[src/rtl/pio_cmd_bridge.sv]
// rtl/pio_cmd_bridge.sv - host byte-frame to PIO command bridge with PULL read-back
// Optional partial-frame timeout is enabled by defining PIO_CMD_TIMEOUT_EN.
module pio_cmd_bridge #(
  parameter int TIMEOUT_CYCLES = 65535
) (
  input  logic        clk,
  input  logic        reset,
  input  logic [7:0]  rx_data,
  input  logic        rx_valid,
  output logic        rx_ready,
  output logic [7:0]  tx_data,
  output logic        tx_valid,
  input  logic        tx_ready,
  output logic [3:0]  action,
  output logic [1:0]  mindex,
  output logic [4:0]  index,
  output logic [31:0] din,
  input  logic [31:0] dout,
  output logic [7:0]  err_count
);

  localparam logic [3:0] ACT_PULL = 4'd3;

  typedef enum logic [2:0] {
    HDR   = 3'd0,
    IDX   = 3'd1,
    DATA  = 3'd2,
    ISSUE = 3'd3,
    WAIT  = 3'd4,
    RESP  = 3'd5
  } state_t;

  state_t      state;
  state_t      state_next;
  logic [1:0]  byte_cnt;
  logic [1:0]  next_cnt;
  logic [3:0]  hdr_action;
  logic [31:0] resp;
  logic        rx_fire;
  logic        tx_fire;
  logic        last_byte;
  logic        act_ok;
  logic        act_bad;
  logic        frame_done;
  logic        timeout_hit;
  logic        err_inc;

  assign rx_fire    = rx_valid & rx_ready;
  assign tx_fire    = tx_valid & tx_ready;
  assign last_byte  = (byte_cnt == 2'd3);
  assign next_cnt   = byte_cnt + 2'd1;
  assign act_ok     = (hdr_action != 4'd0) && (hdr_action < 4'd13);
  assign act_bad    = (hdr_action >= 4'd13);
  assign frame_done = (state == DATA) && rx_fire && last_byte;

`ifdef PIO_CMD_TIMEOUT_EN
  localparam int TW = (TIMEOUT_CYCLES > 1) ? $clog2(TIMEOUT_CYCLES) : 1;
  localparam logic [TW-1:0] IDLE_LAST = TW'(TIMEOUT_CYCLES - 1);

  logic [TW-1:0] idle_cnt;
  logic          in_frame;

  assign in_frame    = (state == IDX) || (state == DATA);
  assign timeout_hit = in_frame && !rx_fire && (idle_cnt == IDLE_LAST);

  always_ff @(posedge clk or posedge reset) begin
    if (reset) begin
      idle_cnt <= '0;
    end else if (in_frame && !rx_fire && !timeout_hit) begin
      idle_cnt <= idle_cnt + TW'(1);
    end else begin
      idle_cnt <= '0;
    end
  end
`else
  // No timeout logic in this build; the parameter only keeps the interface uniform.
  assign timeout_hit = (TIMEOUT_CYCLES < 0);
`endif

  always_ff @(posedge clk or posedge reset) begin
    if (reset) begin
      state <= HDR;
    end else begin
      state <= state_next;
    end
  end

  always_comb begin
    state_next = state;
    err_inc    = 1'b0;
    case (state)
      HDR:   if (rx_fire) state_next = IDX;
      IDX: begin
        if (timeout_hit) begin
          state_next = HDR;
          err_inc    = 1'b1;
        end else if (rx_fire) begin
          state_next = DATA;
        end
      end
      DATA: begin
        if (timeout_hit) begin
          state_next = HDR;
          err_inc    = 1'b1;
        end else if (frame_done) begin
          // Unissuable frames are swallowed here and never reach ISSUE.
          state_next = act_ok ? ISSUE : HDR;
          err_inc    = act_bad;
        end
      end
      ISSUE: state_next = (action == ACT_PULL) ? WAIT : HDR;
      WAIT:  state_next = RESP;
      RESP:  if (tx_fire && last_byte) state_next = HDR;
      default: state_next = HDR;
    endcase
  end

  always_ff @(posedge clk or posedge reset) begin
    if (reset) begin
      rx_ready   <= 1'b0;
      tx_valid   <= 1'b0;
      tx_data    <= 8'd0;
      action     <= 4'd0;
      mindex     <= 2'd0;
      index      <= 5'd0;
      din        <= 32'd0;
      err_count  <= 8'd0;
      byte_cnt   <= 2'd0;
      hdr_action <= 4'd0;
      resp       <= 32'd0;
    end else begin
      rx_ready <= (state_next == HDR) || (state_next == IDX) || (state_next == DATA);
      action   <= (frame_done && act_ok) ? hdr_action : 4'd0;

      if (err_inc && (err_count != 8'hFF)) begin
        err_count <= err_count + 8'd1;
      end

      case (state)
        HDR: begin
          if (rx_fire) begin
            hdr_action <= rx_data[3:0];
            mindex     <= rx_data[5:4];
            byte_cnt   <= 2'd0;
          end
        end
        IDX: begin
          if (rx_fire) index <= rx_data[4:0];
        end
        DATA: begin
          if (rx_fire) begin
            din[{byte_cnt, 3'b000} +: 8] <= rx_data;
            byte_cnt                     <= next_cnt;
          end
        end
        WAIT: begin
          resp     <= dout;
          tx_data  <= dout[7:0];
          tx_valid <= 1'b1;
          byte_cnt <= 2'd0;
        end
        RESP: begin
          if (tx_fire) begin
            byte_cnt <= next_cnt;
            if (last_byte) begin
              tx_valid <= 1'b0;
            end else begin
              tx_data <= resp[{next_cnt, 3'b000} +: 8];
            end
          end
        end
        default: ;
      endcase
    end
  end

endmodule

[config.mk]
export PLATFORM = sky130hd
export DESIGN_NAME = pio_cmd_bridge
export DESIGN_NICKNAME = d
export VERILOG_FILES = /design/src/rtl/pio_cmd_bridge.sv
export SDC_FILE = /design/constraint.sdc
export NUM_CORES = 1
export LEC_CHECK = 0
export CORE_MARGIN = 8
export CORE_UTILIZATION = 54
export CTS_CLUSTER_DIAMETER = 80
export DETAILED_ROUTE_END_ITERATION = 8
export PLACE_DENSITY = 0.9
export SYNTH_ARGS = -nofsm -noshare
export SYNTH_HDL_FRONTEND = slang
export SYNTH_SLANG_ARGS = --single-unit
[constraint.sdc]
create_clock -name clk -period 7.1 [get_ports clk]
set_input_delay 0.71 -clock clk [delete_from_list [all_inputs] [get_ports clk]]
set_output_delay 0.71 -clock clk [all_outputs]
set_load 0.02 [all_outputs]
### Word-level counts from Yosys, hierarchy flattened

Cells that the tools add are included.
W data, S select, Z words.

* bits in registers: 102
* latch bits: 0
* memory bits (writable): 0
* bits in read-only memories: 0
* input port bits: 44
* output and inout port bits: 61
* memories kept: 0

* add/sub/neg operators: 3
* multipliers: 0
* divide/modulo/power cells: 0
* $lt $le $gt $ge: 2
* equality and inequality tests: 15
* shift-type cells: 3
* mux-type cells: 21
* bitwise gates (word level): 2
* reduce and logical (&&, ||, !) cells: 19

Operators by type and width (number)
* $bwmux W32: 1
* $shift A8 B7 Y32 const A: 1
* $shiftx A32 B6 Y8: 1
* $shiftx A8 B7 Y32: 1
* $pmux W3 S6: 1
* $mux W8: 2
* $pmux W8 S2: 1
* $mux W3: 5
* $ne A2 B2 Y1 const B: 5
* $eq A3 B2 Y1 const B: 3
* $add A8 B1 Y8 const B: 1
* $mux W2: 4
* $ne A8 B8 Y1 const B: 1
* $pmux W2 S4: 1
* $reduce_bool A4 Y1: 2
* $neg A5 Y7: 1
* $eq A3 B1 Y1 const B: 2
* $eq A3 B3 Y1 const B: 2
* $logic_and A1 B1 Y1: 6
* $logic_not A3 Y1: 2
* $reduce_and A2 Y1: 3
* $reduce_and A3 Y1: 2
* $eq A4 B2 Y1 const B: 1
* $ge A4 B4 Y1 const B: 1
* other kinds (10): 15

### Depth between registers and ports, before layout

* depth after elaboration: 8
* gate-level depth with buffers: 7
* gate-level depth less buffers: 5

### Least setup slack after synthesis

OpenSTA, ideal clock, no wires.

* path kind: reg-to-reg
* from: reg byte_cnt[0]
* to: reg din[24]
* arrival time: 1986 ps
* path slack: 5032 ps
* cell stages (with the launch flop): 8
* period minus slack after synthesis: 2068 ps
* cells stage by stage: dfrtp_1 buf_4 inv_1 ha_1 buf_2 nor3_1 nand3_1 o21ai_0

* cells in the longest elaborated chain, start to end: 3
* elaborated cells between the ends (all ways): 4

Ends and longest elaborated chain
* from (decl): RTL line 35 `logic [1:0] byte_cnt;`
* from (signal assigned): RTL line 153 `byte_cnt <= next_cnt;`
* from (signal assigned): RTL line 164 `byte_cnt <= next_cnt;`
* $neg A5 Y7 *: RTL line 152 `din[{byte_cnt, 3'b000} +: 8] <= rx_data;`
* $shiftx A8 B7 Y32 or $shift A8 B7 Y32 (tied branches): RTL line 152
* $bwmux W32 *: RTL line 152
* to (signal, indexed assignment): RTL line 152
* to (decl): RTL line 17 `output logic [31:0] din,`

Mark *: on every way between the ends. The rest lies on a longest branch, timed or not.
A chain may end at the register's enable or synchronous reset.

### Worst setup path after layout

* from: reg byte_cnt[0]
* to: reg din[30]

Same word-level chain as after synthesis.

==> summary.txt <==
Clock tree
  – Root buffer cell: clkbuf_8
  – Post-CTS sizing: 0
  – Skew-Pair Late Insertion Delay: 0.37 ns
  – CTS Buf Count: 9
  – CTS Hold Bufs: 0
  – Clk pin slew, worst setup/hold paths: 0.10 ns
  – Sink Count: a little over 100
  – Postcts setup bufs: 0
  – CTS tree: built
  – H-tree levels: 3
  – Longest Clk Path Bufs: 2

Pwr
  – Gate power share: a little over a third
  – Worst vdd ir: 0.2456 mV
  – Leak: 2.432 nW
  – Sequential Power Share: 46.7%
  – PwrDens: around 340 nW/um2
  – Pwr Total: 1.970 mW
  – Internal: 1.298 mW
  – Sw Share: 34.08%
  – Clock share of power: 17.1%
  – Sw power: roughly 670 uW

Critical path
  – WS Path Type: flip-flop to flip-flop
  – Worst setup SP type: flip-flop
  – CP delay by family, top: simple AND/OR/NAND/NOR gates
  – CP Data Arrival Time: about 3.1 ns
  – Largest fanout on the critical path: 14
  – Worst path required time: 7.38 ns
  – CP bufs+invs: 1
  – Crit-path cells: inv_1 > ha_1 > nor3_1 > nand3_1 > o21ai_0
  – Largest stage delay, worst path: around 0.80 ns
  – Slowest library cell on the worst path: dfrtp_1
  – CP Capture Type: flip-flop

Route
  – Vias: ~3200
  – ANT nets after route: 0
  – Initial DRT Pass Iterations: 4
  – DR iter-0 viols: 125
  – Routed vias/inst: 5.471
  – DRC Markers: 0
  – Routed WL: 10130 um
  – Avg WL per Cell: 17.29 um

STA
  – Post-route setup TNS: 0 ns
  – Worst slew pin tran: 0.9124 ns
  – Final hold violation count: 0
  – Fmax achieved: approximately 360 MHz
  – Slew margin rel.: between 30% and 40%
  – Final setup viols: 0
  – Final Max Tran Viols: 0
  – Clk_skew: between 0.01 and 0.015 ns
  – RSZ-0062 raised after global routing: no
  – Final worst-path cycle share: 39.10%
  – Final Critical Period: between 2 and 3 ns

Floorplanning
  – Die area: 11380 um2
  – Starting density of the core: 54.84%
  – Row count: 33
  – Die Width: 106.7 um
  – Io pins: 105
  – Chip height: 106.7 um
  – Core Region: 8093 um2

Yosys
  – Post-synthesis register bit count: around 100
  – Top cells by area in the synthesized netlist: dfrtp_1, mux2_2, nand2_1
  – Post-synth top flop: dfrtp_1
  – Post-synth ARST share: between 90% and 100%
  – Netlist cell types: 40
  – Mapped cell area: 4438 um2
  – EDFF count, synth: 0
  – Most frequent cells after synthesis: dfrtp_1, nand2_1, mux2_2
  – Mapped Cells: 374
  – Count leader, synth: dfrtp_1
  – Syn_nets: about 420
  – Synth area leader: dfrtp_1
  – Top-area cell type share of the netlist area: roughly 58%
  – Avg Inst Size Synth: 11.87 um2
  – Register area share after synthesis: between 50 and 60%
  – Synth warn: 0

Placement
  – Placed cells: 570
  – Final GP Congestion: between 0.8 and 0.9
  – DP Wirelength: approximately 7700 um
  – IO Port Bufs: 104

GRT
  – Largest net degree at the start of global routing: 57
  – All-Layer GR Usage: about 18%
  – Total gr overflow: 0
  – Initial antenna violation count: 0
  – First-pass GRT wire length: 16740 um
  – Number of global-route vias before repair: 3336

Final layout
  – Ant. Diodes: 0
  – Multi-input logic area: 1765 um2
  – Reg area: around 2600 um2
  – Fraction of final layout cells sized beyond drive strength 1: 16.84%
  – Fillers: just under 600
  – Area grow syn2layout: 29.15%
  – Final non-filler cell total: roughly 600
  – Final #Nets: approximately 530

Min path
  – Hold Path Class: flip-flop to flip-flop

Run status
  – Status: completed

Flow run
  – Max Cap Viol: 0
[cells by family after synthesis]
| group | Yosys count | share of synthesized area, % |
|---|---|---|
| compound gates | 63 | 7.866 |
| xor+xnor | 7 | 1.381 |
| fa+ha+maj | 6 | 1.692 |
| buf+inv | 26 | 2.706 |
| flops | 102 | 57.51 |
| mux | 53 | 15.48 |
| simple gates | 117 | 13.36 |
[worst reg2reg max path: stages, from the launching register on]
cell and delay, ns:
dfrtp_1 0.80, inv_1 0.25, ha_1 0.58, nor3_1 0.79, nand3_1 0.15, o21ai_0 0.13
[sequential cells by signal, summed over array words and instances (netlist names)]
signal / cells
byte_cnt: 2
index: 5
tx_valid: 1
resp: 32
state: 3
tx_data: 8
err_count: 8
action: 4
hdr_action: 4
mindex: 2
din: 32
rx_ready: 1
[metrics by stage]
stage	hold WS (ns)	setup WS, ns	area, um2	util [%]
2_1_floorplan	0.4752	3.715	4438	-
3_3_place_gp	0.4613	4.472	5549	68.57
3_5_place_dp	0.4715	4.351	5549	68.57
4_1_cts	0.4934	4.332	5732	70.83
5_1_grt	0.5114	4.068	5732	70.83
6_report	0.4840	4.324	5732	70.83
[power by group through the flow]
stage / combinational [mW] / sequential, mW / clock, mW
after floorplan: 0.399 / 0.964 / 0
after global placement: 0.697 / 0.920 / 0
after detailed placement: 0.721 / 0.931 / 0
after CTS: 0.725 / 0.919 / 0.345
after global routing: 0.776 / 0.944 / 0.369
final: 0.713 / 0.920 / 0.337
[layout make-up]
class	instances	share of cell area (%)
clock buffers	10	2.401
clock inverters	6	0.7859
inverters	11	0.7640
multi-input cells	246	30.80
flip-flops and latches	102	44.53
well taps	105	2.292
repair buffers	106	18.42
[cell usage in the layout, fill, tap and decap left out, drive strengths merged, types with 10 or more instances in the layout]
cell type      synthesis  layout
dfrtp                102     102
nor2                  13      13
clkdlybuf4s50          0     104
nand3                 14      14
nand2                 64      64
clkbuf                 6      10
o21ai                 43      43
inv                   11      12
mux2                  45      45
[metal layers]
layer	up-vias	track usage (%)	part of all wire [%]
li1	1517	-	-
met1	1559	22.68	43
met2	112	30.20	48
met3	18	6.419	7.1
met4	0	5.226	1.6
met5	-	0	0
[final timing paths]
check	cells past startpoint	startpoint	slack [ns]	endpoint
setup reg to reg	5	byte_cnt[0]$_DFFE_PP0P_	4.32	din[30]$_DFFE_PP0P_
hold reg to reg	2	din[11]$_DFFE_PP0P_	0.48	din[11]$_DFFE_PP0P_
min in group asynchronous	2	reset	0.75	din[17]$_DFFE_PP0P_
max in group asynchronous	3	reset	5.22	err_count[2]$_DFFE_PP0P_
setup / recovery	5	byte_cnt[0]$_DFFE_PP0P_	4.32	din[30]$_DFFE_PP0P_
hold / removal	2	din[11]$_DFFE_PP0P_	0.48	din[11]$_DFFE_PP0P_
No activity file was read; power rests on OpenSTA's default activity.
